--- src/rtl/npc_pkg.sv ---
// npc_pkg: shared register-file constants and types for the writeback path.
//   REG_ADDR_W - width of a register index (32 architectural registers)
//   XLEN       - natural data width of a register
//   REG_ZERO   - index of the hard-wired zero register x0
//   wb_req_t   - one writeback request: destination register plus data
package npc_pkg;

    localparam int REG_ADDR_W = 5;
    localparam int XLEN       = 64;

    localparam logic [REG_ADDR_W-1:0] REG_ZERO = '0;

    typedef struct packed {
        logic [REG_ADDR_W-1:0] rd;
        logic [XLEN-1:0]       data;
    } wb_req_t;

endpackage

--- src/rtl/wb_scoreboard.sv ---
// wb_scoreboard: tracks destination registers of loads still in flight.
//   clk, rst_n          - clock, asynchronous active-low reset
//   iss_valid/iss_ready - load issue handshake, iss_rd its destination
//   l_valid, l_rd       - load response (always consumed)
//   raddr1, raddr2      - decode read addresses
//   rs1_busy, rs2_busy  - read address has a load outstanding (current state)
//   err                 - sticky: response with nothing outstanding for it
module wb_scoreboard
    import npc_pkg::*;
#(
    parameter int MAX_OUT = 4
) (
    input  logic                  clk,
    input  logic                  rst_n,
    input  logic                  iss_valid,
    output logic                  iss_ready,
    input  logic [REG_ADDR_W-1:0] iss_rd,
    input  logic                  l_valid,
    input  logic [REG_ADDR_W-1:0] l_rd,
    input  logic [REG_ADDR_W-1:0] raddr1,
    input  logic [REG_ADDR_W-1:0] raddr2,
    output logic                  rs1_busy,
    output logic                  rs2_busy,
    output logic                  err
);

    // Four bits cover the full 1..15 range of MAX_OUT.
    localparam int              CNT_W   = 4;
    localparam logic [CNT_W-1:0] CNT_MAX = CNT_W'(MAX_OUT);

    logic [31:0]      busy, busy_nxt;
    logic [CNT_W-1:0] cnt, cnt_nxt;
    logic             same_rd, iss_set, l_clr, cnt_dec, l_bad;

    // A response retiring the same register frees the slot in the same
    // cycle, so a back-to-back reload of that register need not stall.
    assign same_rd   = l_valid & (l_rd == iss_rd);
    assign iss_ready = (cnt < CNT_MAX) & (~busy[iss_rd] | same_rd);

    // x0 loads are never tracked, so neither are their responses.
    assign iss_set = iss_valid & iss_ready & (iss_rd != REG_ZERO);
    assign l_clr   = l_valid & (l_rd != REG_ZERO);
    assign cnt_dec = l_clr & (cnt != '0);
    assign l_bad   = l_valid & ((l_clr & ~busy[l_rd]) | (cnt == '0));

    assign rs1_busy = busy[raddr1] & (raddr1 != REG_ZERO);
    assign rs2_busy = busy[raddr2] & (raddr2 != REG_ZERO);

    always_comb begin
        busy_nxt = busy;
        // Clear first so a same-register set in the same cycle wins.
        if (l_clr)   busy_nxt[l_rd]   = 1'b0;
        if (iss_set) busy_nxt[iss_rd] = 1'b1;
        // iss_ready already bounds the increment; the decrement saturates.
        cnt_nxt = cnt + {{(CNT_W-1){1'b0}}, iss_set} - {{(CNT_W-1){1'b0}}, cnt_dec};
    end

    always_ff @(posedge clk or negedge rst_n) begin
        if (!rst_n) begin
            busy <= '0;
            cnt  <= '0;
            err  <= 1'b0;
        end else begin
            busy <= busy_nxt;
            cnt  <= cnt_nxt;
            if (l_bad) err <= 1'b1;
        end
    end

endmodule

--- src/rtl/wb_arbiter.sv ---
// wb_arbiter: merges ALU and LSU results onto the single register-file write
// port, tracks outstanding loads and forwards the write in flight.
//   clk, rst_n                - clock, asynchronous active-low reset
//   a_valid/a_ready/a_rd/a_data - ALU result source
//   iss_valid/iss_ready/iss_rd  - load issue to the LSU
//   l_valid/l_rd/l_data         - LSU response, no backpressure
//   waddr/wdata/wen             - register-file write port (registered)
//   raddr1/raddr2               - decode read addresses
//   rs1_busy/rs2_busy           - read address waits on an outstanding load
//   fwd1_hit/fwd2_hit/fwd_data  - read address matches the write on the port
//   err                         - sticky protocol error
//
// Handshakes: a transfer happens on a rising edge where valid and ready are
// both high. A producer holds valid and its payload stable until that edge;
// ready may depend combinationally on the same cycle's inputs. l_valid has
// no ready and is consumed on every edge where it is high.
module wb_arbiter
    import npc_pkg::*;
#(
    parameter int DATA_WIDTH = XLEN,
    parameter int MAX_OUT    = 4
) (
    input  logic                  clk,
    input  logic                  rst_n,
    input  logic                  a_valid,
    output logic                  a_ready,
    input  logic [REG_ADDR_W-1:0] a_rd,
    input  logic [DATA_WIDTH-1:0] a_data,
    input  logic                  iss_valid,
    output logic                  iss_ready,
    input  logic [REG_ADDR_W-1:0] iss_rd,
    input  logic                  l_valid,
    input  logic [REG_ADDR_W-1:0] l_rd,
    input  logic [DATA_WIDTH-1:0] l_data,
    output logic [REG_ADDR_W-1:0] waddr,
    output logic [DATA_WIDTH-1:0] wdata,
    output logic                  wen,
    input  logic [REG_ADDR_W-1:0] raddr1,
    input  logic [REG_ADDR_W-1:0] raddr2,
    output logic                  rs1_busy,
    output logic                  rs2_busy,
    output logic                  fwd1_hit,
    output logic                  fwd2_hit,
    output logic [DATA_WIDTH-1:0] fwd_data,
    output logic                  err
);

    logic a_acc;

    // The LSU cannot be stalled, so it always owns the port when valid.
    assign a_ready = ~l_valid;
    assign a_acc   = a_valid & a_ready;

    // Results to x0 are consumed but never written.
    always_ff @(posedge clk or negedge rst_n) begin
        if (!rst_n) begin
            wen   <= 1'b0;
            waddr <= REG_ZERO;
            wdata <= '0;
        end else if (l_valid) begin
            wen   <= (l_rd != REG_ZERO);
            waddr <= l_rd;
            wdata <= l_data;
        end else if (a_acc) begin
            wen   <= (a_rd != REG_ZERO);
            waddr <= a_rd;
            wdata <= a_data;
        end else begin
            wen   <= 1'b0;
        end
    end

    // The register file commits on the next edge; decode reads this instead.
    assign fwd1_hit = wen & (waddr != REG_ZERO) & (waddr == raddr1);
    assign fwd2_hit = wen & (waddr != REG_ZERO) & (waddr == raddr2);
    assign fwd_data = wdata;

    wb_scoreboard #(
        .MAX_OUT (MAX_OUT)
    ) u_sb (
        .clk       (clk),
        .rst_n     (rst_n),
        .iss_valid (iss_valid),
        .iss_ready (iss_ready),
        .iss_rd    (iss_rd),
        .l_valid   (l_valid),
        .l_rd      (l_rd),
        .raddr1    (raddr1),
        .raddr2    (raddr2),
        .rs1_busy  (rs1_busy),
        .rs2_busy  (rs2_busy),
        .err       (err)
    );

endmodule

--- config.mk ---
export PLATFORM = sky130hd
export DESIGN_NAME = wb_arbiter
export DESIGN_NICKNAME = d
export VERILOG_FILES = /design/src/rtl/npc_pkg.sv /design/src/rtl/wb_scoreboard.sv /design/src/rtl/wb_arbiter.sv
export SDC_FILE = /design/constraint.sdc
export NUM_CORES = 1
export LEC_CHECK = 0
export CAP_MARGIN = 40
export CORE_ASPECT_RATIO = 1.5
export CORE_MARGIN = 2
export CORE_UTILIZATION = 46
export DETAILED_ROUTE_END_ITERATION = 12
export PLACE_DENSITY = 0.88
export SLEW_MARGIN = 30
export SYNTH_ARGS = -nofsm -noshare
export SYNTH_HDL_FRONTEND = slang
export SYNTH_SLANG_ARGS = --single-unit
--- constraint.sdc ---
create_clock -name clk -period 4.7 [get_ports clk]
set_input_delay 0.94 -clock clk [delete_from_list [all_inputs] [get_ports clk]]
set_output_delay 0.94 -clock clk [all_outputs]
set_load 0.02 [all_outputs]
; ---- Yosys cells after proc, flatten, opt, wreduce, memory -nomap -nowiden
; Cells that the tools add are included.
[op_classes]
n_mux = 20
add_sub_neg = 2
magnitude_cmp = 7
n_eq_ne = 3
div = 0
shift = 0
multipliers = 0
bitwise = 22
n_reduce_logical = 11
[ops]
columns = cell, n
row1 = $mux W64, 2
row2 = $mux W32, 2
row3 = $and A32 B32 Y32, 1
row4 = $not A32 Y32, 1
row5 = $or A32 B32 Y32, 1
row6 = $reduce_bool A5 Y1, 6
row7 = $lt A5 B6 Y1 const B, 4
row8 = $bmux W1 S5, 4
row9 = $eq A5 B5 Y1, 3
row10 = $and A1 B1 Y1, 14
row11 = $demux W1 S5, 2
row12 = $ge A5 B1 Y1 const B, 2
row13 = $mux W5, 2
row14 = $mux W1, 8
row15 = $add A4 B1 Y4, 1
row16 = $logic_not A4 Y1, 1
row17 = $lt A4 B3 Y1 const B, 1
row18 = $reduce_bool A4 Y1, 1
row19 = $sub A4 B1 Y4, 1
row20 = $not A1 Y1, 3
row21 = $logic_and A1 B1 Y1, 2
row22 = $or A1 B1 Y1, 2
row23 = $reduce_bool A2 Y1, 1
[word_totals]
latch_bits = 0
output_inout_bits = 141
ramBits = 0
n_memories = 0
romBits = 0
reg_bits = 107
word_cells = 71
inputBits = 158

; ---- Longest topological paths before layout
; Gate-level depths: netlist of the first run.
[depth]
ltp_word = 9
mapped_depth = 12

; ---- By module
; A second synthesis of the first run with hierarchy kept.
[hier_totals]
hier_cells = 650
area_unflattened_um2 = 6683.9
[by_module_without_submodules]
columns = module, area_each_um2, cells_per_inst, n_inst
row1 = wb_arbiter, 3806.2, 386, 1
row2 = wb_scoreboard, 2877.8, 264, 1

; ---- Least setup slack after synthesis of the first run
; Ideal clock, no wire load.
[synth_timing]
kind = input to output
from = input port l_rd[0]
to = output port iss_ready
path_buffers = 2
setup_slack_ns = 1.128
stages = 7
t_arrival_ns = 2.632
path_cell_list = clkbuf_1 > xnor2_1 > nand4_1 > nor3_1 > o21bai_2 > clkbuf_2 > a21boi_0
[synth_via]
elab_chain_cells = 4
[synth_lines]
columns = element, line
row1 = from (decl), wb_arbiter.sv:33  ; input logic [REG_ADDR_W-1:0] l_rd,
row2 = $eq A5 B5 Y1, wb_scoreboard.sv:37  ; assign same_rd = l_valid & (l_rd == iss_rd);
row3 = $and A1 B1 Y1, wb_scoreboard.sv:37
row4 = $or A1 B1 Y1, wb_scoreboard.sv:38  ; assign iss_ready = (cnt < CNT_MAX) & (~busy[iss_rd] | same_rd);
row5 = $and A1 B1 Y1, wb_scoreboard.sv:38
row6 = to (decl), wb_arbiter.sv:30  ; output logic iss_ready,
; No other way between the ends.

; ---- Worst setup path in the final report of the first run
[layout_timing]
from = input port raddr2[0]
to = output port rs2_busy
[layout_via]
elab_chain_cells = 3
word_cells_on_any_way = 4
classes_between = 2 x mux / 1 x bitwise / 1 x reduce/logical
[layout_lines]
columns = element, line
row1 = from (decl), wb_arbiter.sv:39  ; input logic [REG_ADDR_W-1:0] raddr2,
row2 = $bmux W1 S5, wb_scoreboard.sv:47  ; assign rs2_busy = busy[raddr2] & (raddr2 != REG_ZERO);
row3 = $mux W1 (not written as such), wb_scoreboard.sv:47
row4 = $and A1 B1 Y1 *, wb_scoreboard.sv:47
row5 = to (decl), wb_arbiter.sv:41  ; output logic rs2_busy,
; Every way passes the cells marked *; elsewhere a longest branch is shown, timed or not. The select of a mux whose other input is x is not followed.

==> results of run 1 <==
## cell usage in the layout (no fill, tap or decap), types with 5 or more instances in the layout
| cell type | count |
|---|---|
| inv_1 | 7 |
| xnor2_1 | 10 |
| nand3_1 | 6 |
| nand2b_1 | 6 |
| nand2_1 | 90 |
| buf_4 | 15 |
| clkbuf_16 | 9 |
| dfrtp_1 | 107 |
| nor2_1 | 10 |
| xor2_1 | 7 |
| o21ai_1 | 10 |
| o22ai_1 | 9 |
| nand3b_1 | 6 |
| clkdlybuf4s50_1 | 295 |
| ha_1 | 5 |
| o21ai_0 | 124 |
| a21oi_1 | 7 |
| mux4_2 | 23 |
| nor4_1 | 5 |
| mux2i_1 | 92 |
## cells by family (layout without fill, tap and decap cells)
family | count (synthesis) | in the layout | share of synthesized area
AO/OA/AOI/OAI | 159 | 159 | 0.1273
XOR/XNOR | 17 | 17 | 0.02258
adder cells (fa/ha/maj) | 6 | 6 | 0.01252
buffers and inverters | 116 | 334 | 0.1082
flip-flops | 107 | 107 | 0.4061
multiplexers | 117 | 117 | 0.2216
AND/OR/NAND/NOR | 145 | 145 | 0.1017
## stage by stage
step / power (mW) / util / hold slack (ns) / area [µm²] / setup slack [ns]
floorplan: 1.937 / - / 0.4284 / 6594 / 1.128
global placement: 2.441 / 0.6589 / 0.3650 / 9220 / 0.1832
detailed placement: 2.472 / 0.6592 / 0.3673 / 9224 / 0.1415
CTS: 3.262 / 0.6808 / 0.3831 / 9525 / 0.1037
global route: 3.400 / 0.6808 / 0.3920 / 9525 / 0.04735
finish: 3.262 / 0.6808 / 0.3844 / 9525 / 0.1082
## sequential cells by signal (all words and copies together) (netlist names)
register   cells
u_sb.err       1
u_sb.cnt       4
u_sb.busy     32
waddr          5
wen            1
fwd_data      64
## synth_stat cells, drive strengths merged (3+ instances only)
| cell type | instances | area [µm²] |
|---|---|---|
| o21ai | 135 | 679.4 |
| nor3 | 4 | 20.02 |
| nand3b | 6 | 45.04 |
| mux2i | 92 | 920.9 |
| o22ai | 9 | 56.30 |
| xor2 | 7 | 61.31 |
| nand2b | 6 | 37.54 |
| a21oi | 7 | 35.03 |
| mux4 | 23 | 518.0 |
| or3 | 3 | 18.77 |
| ha | 5 | 62.56 |
| or3b | 3 | 26.28 |
| nor3b | 3 | 22.52 |
| dfrtp | 107 | 2678 |
| nand3 | 6 | 30.03 |
| nor2 | 10 | 37.54 |
| buf | 81 | 580.6 |
| inv | 7 | 26.28 |
| xnor2 | 10 | 87.58 |
| nor4 | 5 | 31.28 |
| nand2 | 90 | 337.8 |
| clkbuf | 28 | 106.4 |
## path summary, 6_finish.rpt
check,to,startpoint,cells past startpoint
setup / recovery,rs2_busy,raddr2[0],5
hold / removal,u_sb.busy[0],u_sb.busy[0],0
setup reg to reg,u_sb.cnt[1],u_sb.busy[1],8
hold reg to reg,u_sb.busy[0],u_sb.busy[0],0
max in group asynchronous,u_sb.busy[0],rst_n,2
min in group asynchronous,fwd_data[42],rst_n,1
## where the power goes
part / internal, mW / total (mW) / switching [mW]
Combinational: 0.612 / 1.16 / 0.547
Clock: 0.421 / 0.783 / 0.362
Sequential: 1.08 / 1.32 / 0.237
## cell type report
cell class | count | area, µm² | area share
Clock buffer | 10 | 229.0 | 0.02404
Clock inverter | 6 | 72.57 | 0.007619
Inverter | 7 | 26.28 | 0.002758
Multi-Input combinational cell | 444 | 3203 | 0.3363
Sequential cell | 107 | 2678 | 0.2811
Tap cell | 192 | 240.2 | 0.02522
Timing Repair Buffer | 311 | 3077 | 0.3230
## routing by layer
metal  track usage  share of wire  up-vias
met5             0              0        -
met2        0.4934           0.52      344
met4        0.1547          0.054        0
met1        0.3241           0.35     2855
met3       0.05942          0.077       88
li1              -              -     2731
==> results.toml, run 1 <==
[status]
outcome = "complete, no violations"

[synth]
synth_area_mm2 = 0.006594
syn_inst = 667
synth_seq_cells = 107
synthArstFlopShare = 1.000
synth_seq_area_share = 0.4061
synth_ff_type = "dfrtp_1"
yosysWarnings = 0
yosysUniqueCellTypes = 42
syn-num-nets = 831
synth-edff-count = 0
avgSynthCellArea_um2 = 9.886

[worst_setup_path]
worstPathMaxFanout = 8
crit_buf_inv = 2
critPathRequiredTime_ns = 3.76
cp-end-kind = "primary output"
crit_chain = "clkdlybuf4s50_1 > mux4_2 > mux4_2 > mux2_2 > clkdlybuf4s50_1"
critPathMaxStageDelay_ns = 0.79
path_class = "in -> out"
critPathTopFamily = "multiplexers"
cp-start-kind = "input port"
critPathSlowestCell = "clkdlybuf4s50_1"
cp.arrival_ns = 3.65
reg2reg_slack_ns = 2.24

[clock_network]
clock_sinks = 107
cts_hold_buf = 0
post_cts_buffers = 0
clk_latency_ns = 0.35
htreeDepth = 3
post_cts_resized = 0
cts_tree = "built"
cts_buffers = 9
clk_pin_slew_worst_paths_ns = 0.07
clockBufferDepth = 2
root_buffer = "clkbuf_16"

[place]
place_inst = 1061
post-dp-hpwl_mm = 17.51
io_buffers = 298
gp_congestion = 0.9833

[routing]
drtAntennaViolNets = 0
wl_mm = 22.57
vias = 6018
drc = 0
drt_first_pass_iters = 5
post_drt_wl_per_cell_um = 20.96
initialDrtViolationCount = 338
viasPerCell = 5.588

[layout]
fill_cells = 1047
syn2layout_area_growth_pct = 44.46
final_cells = 1077
fin_nets = 1044
antenna_cells = 0
drive_gt1_frac = 0.06893

[sta]
setup_viol = 0
slew_headroom = 0.5059
rsz0062_at_grt = "no"
skew_ns = 0.01027
maxSlewViolCount = 0
hold_viol_final = 0
worst_pin_slew_ns = 0.7411
finalCriticalPeriod_ns = 4.592
timing.setup.tns_ns = 0
max_freq_mhz = 217.8
timing.final.crit_share = 0.9770

[min_path]
min_path_type = "reg -> reg"

[global_routing]
grt_usage = 0.2852
antenna_found_initial = 0
gr-total-overflow = 0
grt_pass1_wl_mm = 32.82
grt_pass1_vias = 5921
grt_max_degree = 86

[die]
pin_count = 299
start_util = 0.4713
die_h_um = 150.6
core_area_mm2 = 0.01399
die_w_um = 101.8
rows = 53
die-area_mm2 = 0.01533

[flow_run]
drv_cap = 0

[power]
ir_drop_v = 0.0002271
p_leak_nw = 3.991
power_density_mw_per_mm2 = 342.4
Power figures use the tool's default switching activity.
==> run 2: changes to the inputs <==
Settings changed: CORE_ASPECT_RATIO 1.5 to 0.6, CTS_BUF_LIST set to sky130_fd_sc_hd__clkbuf_16.
==> run 2 against run 1 <==
Against the previous run:
- sequential power is essentially flat
- fmax grew 1.1%
- routed wire length grew 0.67%
- via count grew 0.78%
- critical path depth is the same
- non-clock buffer count grew 4
- utilization grew 1.1 points
- clock skew shrank 0.00089 ns
==> results.toml, run 2 (same netlist as run 1, synthesis figures left out) <==
[min_path]
min_path_type = "reg -> reg"

[routing]
wl_mm = 22.73
vias = 6065
drt_first_pass_iters = 5
viasPerCell = 5.611
post_drt_wl_per_cell_um = 21.02
initialDrtViolationCount = 552
drtAntennaViolNets = 0
drc = 0

[power]
p_leak_nw = 4.015
ir_drop_v = 0.0001919
power_density_mw_per_mm2 = 334.5

[worst_setup_path]
critPathMaxStageDelay_ns = 0.76
cp-end-kind = "primary output"
crit_chain = "clkdlybuf4s50_1 > mux4_2 > mux4_2 > mux2_2 > clkdlybuf4s50_1"
critPathSlowestCell = "clkdlybuf4s50_1"
critPathRequiredTime_ns = 3.76
cp-start-kind = "input port"
worstPathMaxFanout = 8
cp.arrival_ns = 3.60
path_class = "in -> out"

[sta]
hold_viol_final = 0
whs_ns = 0.3824
setup_viol = 0
worst_pin_slew_ns = 0.7280
finalCriticalPeriod_ns = 4.544
slew_headroom = 0.5147
timing.setup.tns_ns = 0
max_freq_mhz = 220.1
skew_ns = 0.009376
maxSlewViolCount = 0
rsz0062_at_grt = "no"
timing.final.crit_share = 0.9668

[layout]
fin_nets = 1048
syn2layout_area_growth_pct = 45.18
fill_cells = 1072
final_cell_mix = "clkdlybuf4s50_1, o21ai_0, dfrtp_1"
regArea_mm2 = 0.002678
final_common_cell = "clkdlybuf4s50_1"
antenna_cells = 0
drive_gt1_frac = 0.07199
multiInputGateArea_mm2 = 0.003203
largest_reg_flops = 64

[place]
io_buffers = 298
gp_congestion = 1.089
post-dp-hpwl_mm = 17.77

[clock_network]
post_cts_resized = 0
htreeDepth = 3
post_cts_buffers = 0
cts_hold_buf = 0
clk_pin_slew_worst_paths_ns = 0.07
root_buffer = "clkbuf_16"
cts_tree = "built"
clockBufferDepth = 2
clk_latency_ns = 0.34
cts_buffers = 9
clock_sinks = 107

[global_routing]
grt_pass1_vias = 5953
grt_max_degree = 88
grt_usage = 0.2898
grt_pass1_wl_mm = 33.90
antenna_found_initial = 0
gr-total-overflow = 0

[die]
start_util = 0.4767
die_w_um = 158.6
core_area_mm2 = 0.01383
pin_count = 299
rows = 33
die_h_um = 96.74
die-area_mm2 = 0.01534

[status]
outcome = "complete, no violations"

[flow_run]
drv_cap = 0
[run 2: area by class of cell]
cell class                 count  area share
clock inverter                 7    0.004705
clock buffer                   9     0.02353
timing repair buffer         315      0.3296
sequential                   107      0.2797
multi-input combinational    444      0.3346
inverter                       7    0.002745
tap                          192     0.02509
[run 2: stage by stage]
| stage | worst slack, ns | instances | utilization | power, mW | cell area (µm²) |
|---|---|---|---|---|---|
| after global placement | 0.2179 | 1063 | 0.6686 | 2.460 | 9248 |
| after detailed placement | 0.1366 | 1064 | 0.6706 | 2.491 | 9275 |
| after floorplan | 1.128 | 667 | - | 1.937 | 6594 |
| after CTS | 0.1306 | 1080 | 0.6901 | 3.189 | 9545 |
| final | 0.1562 | 1081 | 0.6921 | 3.202 | 9573 |
| after global routing | 0.05064 | 1081 | 0.6921 | 3.354 | 9573 |
[run 2: final timing paths]
| check | startpoint | end | slack (ns) | cells past startpoint |
|---|---|---|---|---|
| hold reg to reg | u_sb.busy[0] | u_sb.busy[0] | 0.38 | 0 |
| setup / recovery | raddr1[0] | rs1_busy | 0.16 | 5 |
| max in group asynchronous | rst_n | u_sb.busy[9] | 3.13 | 3 |
| hold / removal | u_sb.busy[0] | u_sb.busy[0] | 0.38 | 0 |
| min in group asynchronous | rst_n | u_sb.busy[22] | 0.52 | 1 |
| setup reg to reg | u_sb.busy[19] | u_sb.cnt[1] | 2.30 | 8 |
[run 2: report_power, final]
part	switching (mW)	internal (mW)	total [mW]	leakage, nW
clock network	0.336	0.359	0.695	0.135
registers	0.258	1.08	1.34	1.33
logic	0.551	0.617	1.17	2.55
[run 2: worst max-delay path, delay by kind of cell]
kind     cells  cell delay (ns)
buf+inv      2             1.31
mux          3             1.35
[run 2: per-layer routing]
layer	track usage	vias to the layer above	share of wire	wire length (µm)
met2	0.4572	416	0.46	10420
li1	-	2743	-	-
met5	0	-	0	0
met1	0.3861	2861	0.39	8973
met4	0.07554	0	0.023	530
met3	0.09364	45	0.12	2801
==> run 3: changes to the inputs <==
Settings changed: GPL_TIMING_DRIVEN set to 0, HOLD_SLACK_MARGIN set to 0.06, REMOVE_ABC_BUFFERS set to 1.
==> run 3 against run 2 <==
Against the previous run:
- via count down 1.1%
- global-route usage down 0.74 points
- cell area is essentially flat
- critical path type unchanged
- cell count shrank 1.2%
- sequential share of layout area barely moved
- die area did not move
- first-iteration DRC count fell by 18%
- clock power grew 14%
- routed wire length is 4.9% lower
==> results.toml, run 3 (same netlist as run 1, synthesis figures left out) <==
[sta]
slew_headroom = 0.4558
setup_viol = 0
worst_pin_slew_ns = 0.8164
skew_ns = 0.007817
timing.final.crit_share = 0.9644
hold_viol_final = 0
finalCriticalPeriod_ns = 4.533
rsz0062_at_grt = "no"
max_freq_mhz = 220.6
maxSlewViolCount = 0

[clock_network]
cts_tree = "built"
htreeDepth = 3
root_buffer = "clkbuf_16"
clock_sinks = 107
clockBufferDepth = 2
clk_latency_ns = 0.35
cts_buffers = 9
clk_pin_slew_worst_paths_ns = 0.08
post_cts_buffers = 0
cts_hold_buf = 0

[place]
post-dp-hpwl_mm = 16.34
io_buffers = 298
gp_congestion = 0.9503
place_inst = 1052

[worst_setup_path]
critPathTopFamily = "buffers and inverters"
worstPathMaxFanout = 18
crit_start = "l_rd[2]"
cp.arrival_ns = 3.59
cp-end-kind = "primary output"
path_class = "in -> out"
crit_buf_inv = 2
crit_chain = "clkdlybuf4s50_1 > xnor2_1 > nand4_1 > nor3_2 > o21ai_4 > a21boi_0 > clkdlybuf4s50_1"
cp-start-kind = "input port"
critPathSlowestCell = "clkdlybuf4s50_1"
critPathMaxStageDelay_ns = 0.81
timing.rr.start = "u_sb.busy[19]"
cp_common_cell = "clkdlybuf4s50_1"
critPathRequiredTime_ns = 3.76

[global_routing]
grt_pass1_vias = 5952
grt_pass1_wl_mm = 33.17
gr-total-overflow = 0
antenna_found_initial = 0
grt_max_degree = 110
grt_usage = 0.2824

[layout]
final_cell_mix = "clkdlybuf4s50_1, o21ai_0, dfrtp_1"
syn2layout_area_growth_pct = 45.20
final_cells = 1068
antenna_cells = 0
final_util = 0.6922
largest_reg_flops = 64
fill_cells = 1056
drive_gt1_frac = 0.06507
final_common_cell = "clkdlybuf4s50_1"
fin_nets = 1035

[routing]
wl_mm = 21.62
drt_first_pass_iters = 5
initialDrtViolationCount = 453
post_drt_wl_per_cell_um = 20.24
drtAntennaViolNets = 0
viasPerCell = 5.618
vias = 6000
drc = 0

[power]
p_sw_frac = 0.3510
p_leak_nw = 4.023
p_int_mw = 2.120
p_seq_frac = 0.394
pwr-share-clk = 0.243
power_density_mw_per_mm2 = 341.1
comb_power_share = 0.363
ir_drop_v = 0.0001993
power.net_switching_mw = 1.146

[die]
die_w_um = 158.6
pin_count = 299
start_util = 0.4767
die-area_mm2 = 0.01534
core_area_mm2 = 0.01383
die_h_um = 96.74
rows = 33

[min_path]
min_path_type = "in -> async"

[flow_run]
drv_cap = 0

[status]
outcome = "complete, no violations"
run 3: changes by cell type in the layout (fill, tap and decap cells not counted), moves of 2 or more:
cell             delta
inv_1               -2
buf_4              -17
clkdlybuf4s50_1     -9
dlygate4sd2_1       +3
buf_2               +2
buf_6               +3
buf_16              +2
dlymetal6s2s_1      +4
run 3: routing by layer:
| layer | wire, µm | GRT usage | part of all wire |
|---|---|---|---|
| met5 | 0 | 0 | 0 |
| met4 | 481 | 0.08455 | 0.022 |
| met3 | 2482 | 0.09453 | 0.11 |
| met2 | 10070 | 0.4486 | 0.47 |
| met1 | 8588 | 0.3669 | 0.40 |
run 3: worst paths after layout:
| check | to | slack, ns | cells past startpoint |
|---|---|---|---|
| max | iss_ready | 0.17 | 7 |
| min | fwd_data[19] | 0.37 | 1 |
| max reg2reg | u_sb.cnt[1] | 2.17 | 7 |
| min reg2reg | u_sb.busy[0] | 0.43 | 0 |
| max in group asynchronous | wen | 3.87 | 2 |
| min in group clk | u_sb.busy[0] | 0.43 | 0 |
run 3: timing repair:
action / in CTS / in global routing
resized for setup: 7 / 4
cloned: 0 / 0
endpoints found under the setup margin: 3 / 1
pin swaps: 0 / 0
endpoints found under the hold margin: 0 / 0
run 3: stage by stage:
stage | setup TNS, ns | cell area [µm²] | total power [mW] | hold WS (ns) | setup WS, ns
6_report | 0 | 9574 | 3.266 | 0.3736 | 0.1673
5_1_grt | 0 | 9574 | 3.433 | 0.3549 | 0.07590
4_1_cts | 0 | 9564 | 3.270 | 0.3614 | 0.001069
3_5_place_dp | -0.2217 | 9234 | 2.461 | 0.4073 | -0.2010
3_3_place_gp | -260.87 | 9130 | 2.428 | 0.4031 | -3.300
2_1_floorplan | 0 | 5907 | 1.811 | 0.3530 | 1.410
run 3: layout make-up:
class / count / area (µm²) / area share
Tap cell: 192 / 240.2 / 0.02509
Sequential cell: 107 / 2678 / 0.2797
Clock inverter: 7 / 82.58 / 0.008625
Inverter: 7 / 26.28 / 0.002744
Clock buffer: 9 / 225.2 / 0.02352
Multi-Input combinational cell: 444 / 3229 / 0.3373
Timing Repair Buffer: 302 / 3093 / 0.3231
run 3: power groups by stage:
stage / combinational, mW / clock (mW) / sequential (mW)
floorplan: 0.457 / 0 / 1.35
global placement: 1.15 / 0 / 1.28
detailed placement: 1.17 / 0 / 1.29
CTS: 1.18 / 0.813 / 1.27
global route: 1.27 / 0.857 / 1.30
finish: 1.19 / 0.794 / 1.29
